--- src/rtl/led_pwm_driver_if.sv ---
// Duty-word handshake between control logic and the LED PWM driver.
// The master drives duty_in/duty_valid, and the driver answers with duty_ready.
interface led_pwm_driver_if #(
  parameter int N_CH      = 4,
  parameter int DUTY_BITS = 4
);
  logic [N_CH*DUTY_BITS-1:0] duty_in;
  logic                      duty_valid;
  logic                      duty_ready;

  modport master (
    output duty_in,
    output duty_valid,
    input  duty_ready
  );

  modport slave (
    input  duty_in,
    input  duty_valid,
    output duty_ready
  );
endinterface

--- src/rtl/led_pwm_driver.sv ---
// Multi-channel LED PWM driver. Duty words are double-buffered, and a new word
// only takes effect at a period boundary, so no pulse is ever truncated or merged.
module led_pwm_driver #(
  parameter int N_CH         = 4,
  parameter int DUTY_BITS    = 4,
  parameter int PRESCALE_MAX = 1250
) (
  input  logic                 clk,
  input  logic                 rst,
  led_pwm_driver_if.slave      duty_if,
  input  logic                 enable,
  output logic [N_CH-1:0]      leds,
  output logic                 period_start
);

  localparam int PW = (PRESCALE_MAX > 1) ? $clog2(PRESCALE_MAX) : 1;
  localparam logic [PW-1:0] PRESC_LAST = PW'(PRESCALE_MAX - 1);

  typedef logic [N_CH-1:0][DUTY_BITS-1:0] duty_vec_t;

  logic [PW-1:0]        presc_q, presc_d;
  logic [DUTY_BITS-1:0] phase_q, phase_d;
  duty_vec_t            active_q, active_d;
  duty_vec_t            pending_q, pending_d;
  logic                 pending_full_q, pending_full_d;
  logic [N_CH-1:0]      leds_q, leds_d;
  logic                 period_start_q, period_start_d;

  logic tick;
  logic boundary;
  logic xfer;
  logic apply;

  // Ready also drops during reset, so nothing is accepted while the core is held.
  assign duty_if.duty_ready = !pending_full_q && !rst;
  assign xfer               = duty_if.duty_valid && duty_if.duty_ready;

  // NOTE: every signal written here gets a default first, so no path leaves it unassigned and no latch is inferred.
  always_comb begin
    tick           = (presc_q == PRESC_LAST);
    boundary       = tick && (phase_q == '1);
    apply          = boundary && pending_full_q;

    presc_d        = tick ? '0 : presc_q + 1'b1;
    phase_d        = tick ? phase_q + 1'b1 : phase_q;

    pending_d      = pending_q;
    pending_full_d = pending_full_q;
    active_d       = active_q;

    if (xfer) begin
      pending_d      = duty_if.duty_in;
      pending_full_d = 1'b1;
    end

    // Ready is low whenever apply can fire, so apply and xfer never coincide.
    if (apply) begin
      active_d       = pending_q;
      pending_full_d = 1'b0;
    end

    period_start_d = boundary;

    leds_d = '0;
    for (int i = 0; i < N_CH; i++) begin
      leds_d[i] = enable && (phase_q < active_q[i]);
    end
  end

  // NOTE: state registers use non-blocking assignments so all flops sample their inputs together at the clock edge.
  always_ff @(posedge clk) begin
    if (rst) begin
      presc_q        <= '0;
      phase_q        <= '0;
      active_q       <= '0;
      pending_full_q <= 1'b0;
      leds_q         <= '0;
      period_start_q <= 1'b0;
    end else begin
      presc_q        <= presc_d;
      phase_q        <= phase_d;
      active_q       <= active_d;
      pending_full_q <= pending_full_d;
      leds_q         <= leds_d;
      period_start_q <= period_start_d;
    end
  end

  // NOTE: the shadow word is not reset; its content only matters while pending_full_q marks it valid.
  always_ff @(posedge clk) begin
    pending_q <= pending_d;
  end

  assign leds         = leds_q;
  assign period_start = period_start_q;

endmodule

--- src/flat_wrapper.sv ---
// flat-port wrapper written by rule: the top's interface ports become plain ports
module led_pwm_driver_flat 
#(
  parameter int N_CH         = 4,
  parameter int DUTY_BITS    = 4,
  parameter int PRESCALE_MAX = 1250
)
  (clk, rst, enable, leds, period_start, duty_if_duty_in, duty_if_duty_valid, duty_if_duty_ready);
  led_pwm_driver_if #(.N_CH(N_CH), .DUTY_BITS(DUTY_BITS)) duty_if_i ();
  input  logic clk;
  input  logic rst;
  input  logic enable;
  output logic [N_CH-1:0] leds;
  output logic period_start;
  input wire logic [$bits(duty_if_i.duty_in)-1:0] duty_if_duty_in;
  input wire logic [$bits(duty_if_i.duty_valid)-1:0] duty_if_duty_valid;
  output wire logic [$bits(duty_if_i.duty_ready)-1:0] duty_if_duty_ready;
  assign duty_if_i.duty_in = duty_if_duty_in;
  assign duty_if_i.duty_valid = duty_if_duty_valid;
  assign duty_if_duty_ready = duty_if_i.duty_ready;
  led_pwm_driver #(.N_CH(N_CH), .DUTY_BITS(DUTY_BITS), .PRESCALE_MAX(PRESCALE_MAX)) u_core (.clk(clk), .rst(rst), .duty_if(duty_if_i), .enable(enable), .leds(leds), .period_start(period_start));
endmodule
--- config.mk ---
export PLATFORM = sky130hd
export DESIGN_NAME = led_pwm_driver_flat
export DESIGN_NICKNAME = d
export VERILOG_FILES = /design/src/rtl/led_pwm_driver_if.sv /design/src/rtl/led_pwm_driver.sv /design/src/flat_wrapper.sv
export SDC_FILE = /design/constraint.sdc
export NUM_CORES = 1
export LEC_CHECK = 0
export CAP_MARGIN = 10
export CORE_MARGIN = 3
export CORE_UTILIZATION = 40
export CTS_CLUSTER_SIZE = 40
export DETAILED_ROUTE_END_ITERATION = 12
export GPL_TIMING_DRIVEN = 0
export SLEW_MARGIN = 20
export SYNTH_ARGS = -nofsm -noshare
export SYNTH_HDL_FRONTEND = slang
export SYNTH_SLANG_ARGS = --single-unit
--- constraint.sdc ---
create_clock -name clk -period 3.4 [get_ports clk]
set_input_delay 0.85 -clock clk [delete_from_list [all_inputs] [get_ports clk]]
set_output_delay 0.85 -clock clk [all_outputs]
set_load 0.03 [all_outputs]
**Word-level counts from Yosys, hierarchy flattened**

Cells that the tools add are included.

- Register bits after elaboration: 53
- Word-level logic and storage cells: 33
- Input port bits: 20

- Equal/unequal tests: 2
- $lt $le $gt $ge: 4
- Add/subtract/negate cells: 2
- Reduce and logical (&&, ||, !) cells: 12

Operators by type and width:

| kind | number |
|---|---|
| 4-bit less-than comparator | 4 |
| 11-bit by 1-bit adder with 11-bit output (second input constant) | 1 |
| 11-bit equality test (second input constant) | 1 |
| 1-bit logical AND | 8 |
| 4-bit by 1-bit adder with 4-bit output (second input constant) | 1 |
| 4-bit equality test (second input constant) | 1 |
| 2-bit OR reduction | 2 |
| 1-bit zero test | 2 |

**Logic depth before layout (Yosys ltp)**

- Depth after elaboration: 4
- Mapped depth: 7

**Least setup slack after synthesis**

No wires, ideal clock.

- Path kind: input to register
- From: input port rst
- To: register u_core.pending_q[0] (netlist bit), enable pin
- Arrival: 2.019 ns
- Stages on the path: 3
- Path slack: 1.007 ns
- Library setup time: 0.374 ns
- Data required time: 3.026 ns
- Path through: buf_1 -> nor2_1 -> and2_1

- Word-level cells in the longest chain between the ends: 3

RTL lines:

| what | RTL line | RTL |
|---|---|---|
| start: declaration | flat_wrapper.sv:11 | `input logic rst;` |
| 1-bit zero test | led_pwm_driver.sv:35 | `assign duty_if.duty_ready = !pending_full_q && !rst;` |
| 1-bit logical AND | led_pwm_driver.sv:35 |  |
| named net duty_if_duty_ready | flat_wrapper.sv:17 | `output wire logic [$bits(duty_if_i.duty_ready)-1:0] duty_if_duty_ready;` |
| 1-bit logical AND | led_pwm_driver.sv:36 | `assign xfer = duty_if.duty_valid && duty_if.duty_ready;` |
| named net u_core.xfer | led_pwm_driver.sv:31 | `logic xfer;` |
| end signal: assignment | led_pwm_driver.sv:91 | `pending_q <= pending_d;` |
| end: declaration | led_pwm_driver.sv:24 | `duty_vec_t pending_q, pending_d;` |

The timed path passes the listed nets, and every way through them passes these cells.
A chain may end at the register's enable or synchronous reset.

**Final worst setup path**

- From: input port rst
- To: output port duty_if_duty_ready

- Word-level cells in the longest chain between the ends: 2

RTL lines:

| what | RTL line |
|---|---|
| 1-bit zero test | led_pwm_driver.sv:35 |
| 1-bit logical AND | led_pwm_driver.sv:35 |
| end: declaration | flat_wrapper.sv:17 |

Every way passes these cells.

==> results.yml <==
status:
  status: "finished, final reports clean"
setup_path:
  path_max_fanout: 10
  cp-start-kind: "input pin"
  r2r-start: "u_core.presc_q[9]"
  rr_worst_depth: 6
  critPathRequiredTime_ns: 2.55
  endpoint_kind: "primary output"
  crit_start: "rst"
  regToRegSetupSlack_ns: 1.44
  timing.rr.end: "u_core.active_q[6]"
  criticalPathCategory: "in -> out"
  crit_arrival_ns: 2.34
  critPathCapture: "duty_if_duty_ready"
power:
  p_per_area_nw_per_um2: 378.2
  power_w: 0.001055
  leakagePower_nw: 0.9472
  ir_drop_v: 0.0002347
place:
  place_congestion: 0.7624
  dp_hpwl_um: 2925
  io_buffers: 25
  pre_cts_slack_ns: 0.08488
grt:
  grt.overflow.total: 0
  grt_pass1_vias: 1545
  grtUsageTotal_pct: 12.59
  grt_pass1_wl_um: 7058
  antenna_found_initial: 0
  grt_max_degree: 17
floorplanning:
  die_x_um: 82.91
  die_h_um: 82.91
  ios: 26
  initial_core_util_pct: 42.19
  die-area_sq_um: 6874
  core-area_sq_um: 5608
  rows: 27
drt:
  initialDrtViolationCount: 96
  postRouteAntennaNets: 0
  dr.pass1.iters: 4
  wl_per_cell_um: 12.18
  vias: 1652
  drc_errors: 0
  routed_wirelength_um: 3982
  drt-vias-per-instance: 5.052
layout:
  final_net_count: 289
  antenna-diode-count: 0
  drive_gt1_share_pct: 5.882
  final_util_pct: 49.73
  fill_cells: 550
  area_delta_synth_final_pct: 17.87
sta:
  finalSetupViolCount: 0
  period_minus_slack_ns: 3.193
  final.setup.worst_slack_ns: 0.2073
  worstMarginPinSlew_ns: 0.7233
  maxSlewViolCount: 0
  slew-limit-headroom_pct: 51.78
  tns_ns: 0
  rsz0062_at_grt: "no"
  fin_hold_ws_ns: 0.4627
  worst_clock_skew_ns: 0.01019
  final_hold_viol_count: 0
  finalCritPeriodShare_pct: 93.90
  fmax_mhz: 313.2
synthesis:
  synth.avg_cell_area_sq_um: 10.66
  netlist_area_sq_um: 2366
  yosysWarnings: 0
  yosysSeqAreaShare_pct: 51.61
  ys_ff_latch: 53
  syn_inst: 222
  synth_nets: 257
  ys_types: 36
clock_network:
  clk_pin_slew_worst_paths_ns: 0.08
  cts_tree: "built"
  clock_path_buffers: 2
  cts_root_buf: "clkbuf_8"
  cts_setup_buffers: 0
  clock_latency_ns: 0.30
  holdBufCountCts: 0
  clock-sinks: 53
  cts_max_level: 2
  numCtsBuffers: 5
job:
  drv_cap: 0
hold_path:
  hold_class: "reg -> reg"
[cells in the final DEF (no fill, tap or decap), drive strengths merged, types with 5 or more instances in the layout]
cell           netlist  layout
dfxtp               37      37
nand2               34      34
clkdlybuf4s50        0      25
inv                 20      20
mux2i               16      16
edfxtp              16      16
ha                  15      15
nor2                 9       9
a21oi                8       8
clkbuf               2       8
o31ai                7       7
nand3                6       6
o21ai                6       6
nand4                5       5
or4                  5       5
[metal layers]
metal / up-vias / global-route usage, % / wire [um]
met3: 2 / 3.373 / 154
met4: 0 / 4.012 / 26
met5: - / 0 / 0
met1: 776 / 17.10 / 2024
met2: 24 / 19.46 / 1776
li1: 850 / - / -
[flip-flops by register name, summed over array words and instances (netlist names)]
register and flops:
u_core.pending_full_q 1, u_core.period_start 1, u_core.pending_q 16, u_core.phase_q 4
u_core.presc_q 11, u_core.leds 4, u_core.active_q 16
[cell usage after synthesis, drive strengths merged]
library cell | count | area (sq um)
or4b | 1 | 13.76
inv | 20 | 75.07
and2 | 2 | 12.51
nand4bb | 1 | 11.26
nand2b | 4 | 25.02
xnor2 | 2 | 17.52
o31ai | 7 | 66.31
mux2i | 16 | 160.2
nor2 | 9 | 33.78
nand2 | 34 | 127.6
nand4 | 5 | 31.28
nor4bb | 1 | 10.01
nor2b | 2 | 12.51
xor2 | 1 | 8.760
a211oi | 4 | 30.03
or4 | 5 | 37.54
nand3 | 6 | 30.03
buf | 5 | 50.05
clkbuf | 2 | 7.510
or3 | 2 | 12.51
edfxtp | 16 | 480.5
nor4b | 1 | 8.760
nor4 | 2 | 27.53
o21ai | 6 | 30.03
o2111a | 4 | 45.04
a21oi | 8 | 40.04
mux2 | 2 | 22.52
dfxtp | 37 | 740.7
nor3 | 2 | 10.01
ha | 15 | 187.7
[how the worst min path moves through the flow]
stage	from	endpoint	slack, ns	depth (start not counted)
global placement	u_core.active_q[9]	u_core.active_q[9]	0.45	2
CTS	u_core.active_q[5]	u_core.active_q[5]	0.47	2
finish	u_core.active_q[14]	u_core.active_q[14]	0.46	2
detailed placement	u_core.active_q[5]	u_core.active_q[5]	0.45	2
global route	u_core.active_q[1]	u_core.active_q[1]	0.48	2
floorplan	u_core.active_q[10]	u_core.active_q[10]	0.43	2
[critical path, stage by stage]
cell             delay (ns)
clkdlybuf4s50_1        0.45
clkbuf_2               0.22
nor2_1                 0.14
clkdlybuf4s50_1        0.68
[layout make-up]
class | count | area, sq um | share of cell area [%]
Timing Repair Buffer | 25 | 250.2 | 8.973
Clock buffer | 5 | 68.82 | 2.467
Multi-Input combinational cell | 142 | 1012 | 36.29
Inverter | 20 | 75.07 | 2.692
Buffer | 7 | 58.81 | 2.109
Clock inverter | 3 | 12.51 | 0.4486
Tap cell | 72 | 90.09 | 3.230
Sequential cell | 53 | 1221 | 43.79
[cells by family after synthesis]
kind of cell	Yosys count	share of synthesized area, %
AND/OR/NAND/NOR	77	17.08
adder cells (fa/ha/maj)	15	7.932
AO/OA/AOI/OAI	29	8.937
buffers and inverters	27	5.606
XOR/XNOR	3	1.111
flip-flops	53	51.61
multiplexers	18	7.721
[power breakdown]
part            total, W  internal (W)  leakage [nW]  switching, W
Sequential      0.000668      0.000663         0.447    0.00000556
Combinational  0.0000543     0.0000287         0.457     0.0000256
Clock           0.000332      0.000139        0.0430      0.000193
Total            0.00105      0.000830         0.947      0.000224
[through the flow]
stage | cell area [sq um] | instances
global placement | 2706 | 319
CTS | 2788 | 327
finish | 2789 | 327
detailed placement | 2706 | 319
floorplan | 2366 | 222
global route | 2789 | 327
[repair_timing]
item                                    4_1_cts  5_1_grt
gates resized for setup                       0        1
hold endpoints to repair                      0        0
endpoints found under the setup margin        0        1
No activity file was read; power rests on OpenSTA's default activity.
